File: config.mk
export PLATFORM = sky130hd
export DESIGN_NAME = usb_cdc_in_arbiter_flat
export DESIGN_NICKNAME = d
export VERILOG_FILES = /design/src/rtl/usb_cdc_in_arbiter_if.sv /design/src/rtl/usb_cdc_in_arbiter.sv /design/src/flat_wrapper.sv
export SDC_FILE = /design/constraint.sdc
export NUM_CORES = 1
export LEC_CHECK = 0
export BUFFER_PORTS_ARGS = -buffer_cell sky130_fd_sc_hd__buf_2
export CORE_MARGIN = 8
export CORE_UTILIZATION = 54
export DETAILED_ROUTE_END_ITERATION = 8
export PLACE_DENSITY_LB_ADDON = 0.05
export SLEW_MARGIN = 20
export SYNTH_ARGS = -nofsm -noshare
export SYNTH_HDL_FRONTEND = slang
export SYNTH_SLANG_ARGS = --single-unit
File: constraint.sdc
create_clock -name clk_i -period 2.79 [get_ports clk_i]
set_input_delay 0.1395 -clock clk_i [delete_from_list [all_inputs] [get_ports clk_i]]
set_output_delay 0.1395 -clock clk_i [all_outputs]
set_load 0.005 [all_outputs]
File: src/rtl/usb_cdc_in_arbiter_if.sv
// Requester-side and CDC IN byte-stream signals of usb_cdc_in_arbiter.
// master: the arbiter itself; slave: the requesters together with the CDC IN sink.
interface usb_cdc_in_arbiter_if #(
    parameter int NUM_REQ = 2
);
    logic [NUM_REQ-1:0]    req_valid_i;
    logic [32*NUM_REQ-1:0] req_data_i;
    logic [NUM_REQ-1:0]    req_ready_o;
    logic [NUM_REQ-1:0]    grant_o;
    logic                  busy_o;
    logic [7:0]            in_data_o;
    logic                  in_valid_o;
    logic                  in_ready_i;

    modport master (
        input  req_valid_i, req_data_i, in_ready_i,
        output req_ready_o, grant_o, busy_o, in_data_o, in_valid_o
    );

    modport slave (
        output req_valid_i, req_data_i, in_ready_i,
        input  req_ready_o, grant_o, busy_o, in_data_o, in_valid_o
    );
endinterface

File: src/rtl/usb_cdc_in_arbiter.sv
// Word arbiter for the USB CDC IN byte channel: whole 32-bit words, MSB first, one idle gap per byte.
// Build option CDC_ARB_FIXED_PRIO_EN selects fixed lowest-index priority instead of round-robin.
module usb_cdc_in_arbiter #(
    parameter int NUM_REQ = 2
) (
    input  logic                 clk_i,
    input  logic                 reset_n_i,
    usb_cdc_in_arbiter_if.master bus
);
    localparam int PTR_W = $clog2(NUM_REQ);

    typedef enum logic [1:0] {
        IDLE = 2'd0,
        BYTE = 2'd1,
        GAP  = 2'd2
    } state_e;

    state_e             state, state_d;
    logic [31:0]        shreg, shreg_d;
    logic [1:0]         idx, idx_d;
    logic [NUM_REQ-1:0] grant, grant_d;
    logic [7:0]         in_data, in_data_d;
    logic               in_valid, in_valid_d;
    logic [NUM_REQ-1:0] win_oh;
    logic [NUM_REQ-1:0] req_ready;
    logic [31:0]        win_word;
    logic               frame_done;

    // Last byte of the word is leaving this cycle.
    assign frame_done = (state == BYTE) && bus.in_ready_i && (idx == 2'd0);

`ifdef CDC_ARB_FIXED_PRIO_EN
    always_comb begin
        win_oh = '0;
        for (int k = 0; k < NUM_REQ; k++) begin
            if (bus.req_valid_i[k] && (win_oh == '0)) win_oh[k] = 1'b1;
        end
    end
`else
    logic [PTR_W-1:0] rr_ptr;
    logic [PTR_W-1:0] grant_idx;

    always_comb begin
        grant_idx = '0;
        for (int k = 0; k < NUM_REQ; k++) begin
            if (grant[k]) grant_idx = PTR_W'(k);
        end
    end

    always_ff @(posedge clk_i or negedge reset_n_i) begin
        if (!reset_n_i)      rr_ptr <= PTR_W'(NUM_REQ - 1);
        else if (frame_done) rr_ptr <= grant_idx;
    end

    // Search starts one past the last owner, wrapping modulo NUM_REQ.
    always_comb begin
        int cand;
        win_oh = '0;
        cand   = 0;
        for (int k = 1; k <= NUM_REQ; k++) begin
            cand = int'(rr_ptr) + k;
            if (cand >= NUM_REQ) cand = cand - NUM_REQ;
            if (bus.req_valid_i[cand] && (win_oh == '0)) win_oh[cand] = 1'b1;
        end
    end
`endif

    always_comb begin
        win_word = '0;
        for (int k = 0; k < NUM_REQ; k++) begin
            if (win_oh[k]) win_word = bus.req_data_i[32*k +: 32];
        end
    end

    always_comb begin
        // NOTE: every signal written here gets its default first, so no path can infer a latch.
        state_d    = state;
        shreg_d    = shreg;
        idx_d      = idx;
        grant_d    = grant;
        in_data_d  = in_data;
        in_valid_d = in_valid;
        req_ready  = '0;
        case (state)
            IDLE: begin
                // Gated by reset so the accept strobe is low while reset is held.
                req_ready = reset_n_i ? win_oh : '0;
                if (|win_oh) begin
                    shreg_d    = win_word;
                    grant_d    = win_oh;
                    idx_d      = 2'd3;
                    in_data_d  = win_word[31:24];
                    in_valid_d = 1'b1;
                    state_d    = BYTE;
                end
            end
            BYTE: begin
                if (bus.in_ready_i) begin
                    in_valid_d = 1'b0;
                    if (idx != 2'd0) begin
                        idx_d   = idx - 2'd1;
                        shreg_d = {shreg[23:0], 8'h00};
                        state_d = GAP;
                    end else begin
                        grant_d = '0;
                        state_d = IDLE;
                    end
                end
            end
            GAP: begin
                in_data_d  = shreg[31:24];
                in_valid_d = 1'b1;
                state_d    = BYTE;
            end
            default: begin
                state_d    = IDLE;
                shreg_d    = '0;
                idx_d      = '0;
                grant_d    = '0;
                in_data_d  = '0;
                in_valid_d = 1'b0;
            end
        endcase
    end

    // NOTE: non-blocking assignments so every flop samples the pre-edge value of the others.
    always_ff @(posedge clk_i or negedge reset_n_i) begin
        if (!reset_n_i) begin
            state    <= IDLE;
            shreg    <= '0;
            idx      <= '0;
            grant    <= '0;
            in_data  <= '0;
            in_valid <= 1'b0;
        end else begin
            state    <= state_d;
            shreg    <= shreg_d;
            idx      <= idx_d;
            grant    <= grant_d;
            in_data  <= in_data_d;
            in_valid <= in_valid_d;
        end
    end

    assign bus.req_ready_o = req_ready;
    assign bus.grant_o     = grant;
    assign bus.busy_o      = (state != IDLE);
    assign bus.in_data_o   = in_data;
    assign bus.in_valid_o  = in_valid;

endmodule

File: src/flat_wrapper.sv
// flat-port wrapper written by rule: the top's interface ports become plain ports
module usb_cdc_in_arbiter_flat 
#(
    parameter int NUM_REQ = 2
)
  (clk_i, reset_n_i, bus_req_valid_i, bus_req_data_i, bus_in_ready_i, bus_req_ready_o, bus_grant_o, bus_busy_o, bus_in_data_o, bus_in_valid_o);
  usb_cdc_in_arbiter_if #(.NUM_REQ(NUM_REQ)) bus_i ();
  input  logic clk_i;
  input  logic reset_n_i;
  input wire logic [$bits(bus_i.req_valid_i)-1:0] bus_req_valid_i;
  input wire logic [$bits(bus_i.req_data_i)-1:0] bus_req_data_i;
  input wire logic [$bits(bus_i.in_ready_i)-1:0] bus_in_ready_i;
  output wire logic [$bits(bus_i.req_ready_o)-1:0] bus_req_ready_o;
  output wire logic [$bits(bus_i.grant_o)-1:0] bus_grant_o;
  output wire logic [$bits(bus_i.busy_o)-1:0] bus_busy_o;
  output wire logic [$bits(bus_i.in_data_o)-1:0] bus_in_data_o;
  output wire logic [$bits(bus_i.in_valid_o)-1:0] bus_in_valid_o;
  assign bus_i.req_valid_i = bus_req_valid_i;
  assign bus_i.req_data_i = bus_req_data_i;
  assign bus_i.in_ready_i = bus_in_ready_i;
  assign bus_req_ready_o = bus_i.req_ready_o;
  assign bus_grant_o = bus_i.grant_o;
  assign bus_busy_o = bus_i.busy_o;
  assign bus_in_data_o = bus_i.in_data_o;
  assign bus_in_valid_o = bus_i.in_valid_o;
  usb_cdc_in_arbiter #(.NUM_REQ(NUM_REQ)) u_core (.clk_i(clk_i), .reset_n_i(reset_n_i), .bus(bus_i));
endmodule
==> metrics.yaml <==
r2r-end: "u_core.shreg[17]$_DFFE_PN0P_"
worst_slew_margin_rel_pct: 34.86
timing.fmax_ghz: 0.4392
netlist_area_mm2: 0.002457
grtUsageMet2_pct: 33.10
post-route-util_pct: 68.72
gp_congestion: 0.8188
clock_latency_ns: 0.30
max_stage_delay_ns: 0.74
grt_use_met3_pct: 6.543
syn_inst: 268
instances_no_fill: 395
worstPathRequired_ns: 2.65
crit_slowest_cell: "and3_1"
status: "complete, no violations"
gr-max-usage-layer: "met2"
dp.cells: 386
critPathTopFamily: "simple AND/OR/NAND/NOR gates"
cp-start-kind: "flip-flop"
post_cts_buffers: 0
slew_viol_final: 0
cts_num_sinks: 48
hold_violations: 0
port_buffers: 82
grt_pass1_vias: 2458
die_y_um: 83.46
cts.htree.levels: 2
grt_max_degree: 30
fin_tns_setup_ns: 0
pin_count: 83
cp_num_buf_inv: 1
yosysWarnings: 0
ctsResizeCount: 0
min_period_ns: 2.277
clock_skew_ns: 0.005759
syn-num-nets: 338
timing.rr.start: "u_core.state[1]$_DFFE_PN0P_"
finalCritPeriodShare_pct: 81.60
syn_area_per_cell_um2: 9.169
cts_tree: "yes"
final_nets: 412
setup_viol: 0
grt_overflow: 0
antenna_found_initial: 0
drcViolationCount: 0
ff2ff_setup_slack_ns: 0.61
path_cells: "nor2_1 -> and3_1 -> and2_1 -> buf_2"
cp.arrival_ns: 2.14
grtUsageMet1_pct: 23.50
dr.first_iter.drc_count: 239
start_util_pct: 56.05
vias: 2275
worstHoldPathType: "input port to flip-flop"
drv_cap: 0
core_area_mm2: 0.004384
grt_pass1_wl_um: 11610
area_growth_pct: 22.61
num_rows: 24
grtUsageTotal_pct: 19.63
clk_pin_slew_ns: 0.09
min_from: "bus_req_data_i[36]"
critPathMaxFanout: 22
r2r_cells: 5
die_x_um: 83.46
postSynthRegisterBits: 48
place_ws_ns: 0.6479
vdd_drop_max_mv: 0.5666
root_buffer: "clkbuf_8"
antenna_cells: 0
min_to: "u_core.shreg[4]$_DFFE_PN0P_"
routed_via_density: 5.759
finalWirelength_um: 6642
power_w: 0.003521
first_pass_iters: 5
drtAntennaViolNets: 0
p_leak_nw: 1.472
cts_buffers: 5
wire_per_inst_um: 16.82
drive_gt1_share_pct: 30.32
cp-end-kind: "output port"
finalWorstSetupSlack_ns: 0.5133
seq_area_frac_synth_pct: 48.93
rsz0062_at_grt: "false"
post_synth_num_cell_types: 34
worstMarginPinSlew_ns: 0.9771
min_path_cells: 3
dpl.hpwl_um: 4885
clockBufferDepth: 2
dieArea_mm2: 0.006966
power_density_mw_per_mm2: 1169
crit_type: "flip-flop to output port"
per-layer routing:
metal / routed length [um] / up-vias / part of all wire, %
met5: 0 / - / 0
met4: 38 / 0 / 0.57
met3: 508 / 4 / 7.6
met2: 3269 / 77 / 49
met1: 2826 / 1085 / 43
li1: - / 1109 / -
cells by family after synthesis:
family / count (synthesis) / share of synthesized area [%]
adder cells (fa/ha/maj): 1 / 0.5091
AO/OA/AOI/OAI: 111 / 29.12
AND/OR/NAND/NOR: 67 / 12.02
flip-flops: 48 / 48.93
multiplexers: 3 / 1.375
buffers and inverters: 38 / 8.044
through the flow:
stage,cell area (um2),hold WS [ns]
finish,3013,0.06551
CTS,3013,0.05886
detailed placement,2844,0.1361
global placement,2844,0.1401
floorplan,2457,-0.1561
global route,3013,0.06873
flip-flops by register name, indices dropped and copies added (netlist names):
register,flops
u_core.bus.grant_o,2
u_core.bus.in_data_o,8
u_core.bus.in_valid_o,1
u_core.idx,2
u_core.rr_ptr,1
u_core.shreg,32
u_core.state,2
area by class of cell:
type,count,area (um2)
clock buffer,5,68.82
clock inverter,3,90.09
fill,371,1371
inverter,15,56.30
multi-input combinational,182,1057
sequential,48,1202
tap,52,65.06
timing repair buffer,90,473.0
worst max path at each step:
stage,from,cells after the start,slack [ns],endpoint
after floorplan,u_core.idx[0]$_DFFE_PN0P_,6,1.24,u_core.shreg[27]$_DFFE_PN0P_
after detailed placement,u_core.state[1]$_DFFE_PN0P_,5,0.65,u_core.shreg[17]$_DFFE_PN0P_
after global routing,u_core.state[1]$_DFFE_PN0P_,4,0.32,bus_req_ready_o[1]
after CTS,u_core.state[1]$_DFFE_PN0P_,4,0.53,bus_req_ready_o[1]
final,u_core.state[1]$_DFFE_PN0P_,4,0.51,bus_req_ready_o[1]
after global placement,u_core.state[1]$_DFFE_PN0P_,5,0.70,u_core.shreg[11]$_DFFE_PN0P_
cells in the mapped netlist:
library cell | n | area share, %
nand2_1 | 25 | 3.8
a211oi_1 | 2 | 0.61
a21oi_1 | 26 | 5.3
nor2_1 | 26 | 4.0
buf_2 | 8 | 1.6
nor2_4 | 1 | 0.46
inv_1 | 15 | 2.3
a31oi_1 | 16 | 4.1
o22ai_1 | 2 | 0.51
o2bb2ai_1 | 1 | 0.36
dfrtp_1 | 47 | 48
and2_1 | 2 | 0.51
o21ai_0 | 31 | 6.3
a22oi_1 | 4 | 1.2
a21o_1 | 2 | 0.61
buf_6 | 3 | 1.4
dfstp_2 | 1 | 1.1
clkbuf_1 | 6 | 0.92
a32oi_1 | 3 | 1.1
nor2b_1 | 3 | 0.76
a22o_1 | 4 | 1.4
o21ai_1 | 2 | 0.41
or2_0 | 1 | 0.25
nand2b_1 | 6 | 1.5
ha_1 | 1 | 0.51
buf_4 | 6 | 1.8
o22a_1 | 6 | 2.1
o21ba_2 | 1 | 0.41
mux2_2 | 3 | 1.4
and3_1 | 2 | 0.51
a221o_1 | 2 | 0.81
a2bb2oi_2 | 1 | 0.61
nor3_1 | 1 | 0.20
a222oi_1 | 8 | 3.3
tightest hold or removal path: stages:
cell,delay (ns)
buf_2,0.07
a222oi_1,0.07
inv_1,0.05
placed cells by master (no fill, tap or decap), drive strengths merged, types with 2 or more instances in the layout:
cell type	netlist	layout
nor2	27	27
o22a	6	6
a21oi	26	26
o22ai	2	2
buf	17	89
and2	2	2
mux2	3	3
clkbuf	6	5
a22oi	4	4
nand2b	6	6
nor2b	3	3
a21o	2	2
inv	15	15
a221o	2	2
a32oi	3	3
a22o	4	4
and3	2	2
o21ai	33	33
dfrtp	47	47
nand2	25	25
bufinv	0	3
a31oi	16	16
a222oi	8	8
a211oi	2	2
report_power, final:
group,internal [W],switching [W],leakage (nW),total (W)
registers,0.00105,0.000188,0.585,0.00124
logic,0.000679,0.000930,0.808,0.00161
clock network,0.000448,0.000229,0.0784,0.000677
timing repair:
item / in CTS / in global routing
hold buffers: 1 / 0
endpoints found under the setup margin: 0 / 0
hold endpoints to repair: 19 / 0
(Power assumes the default switching activity.)
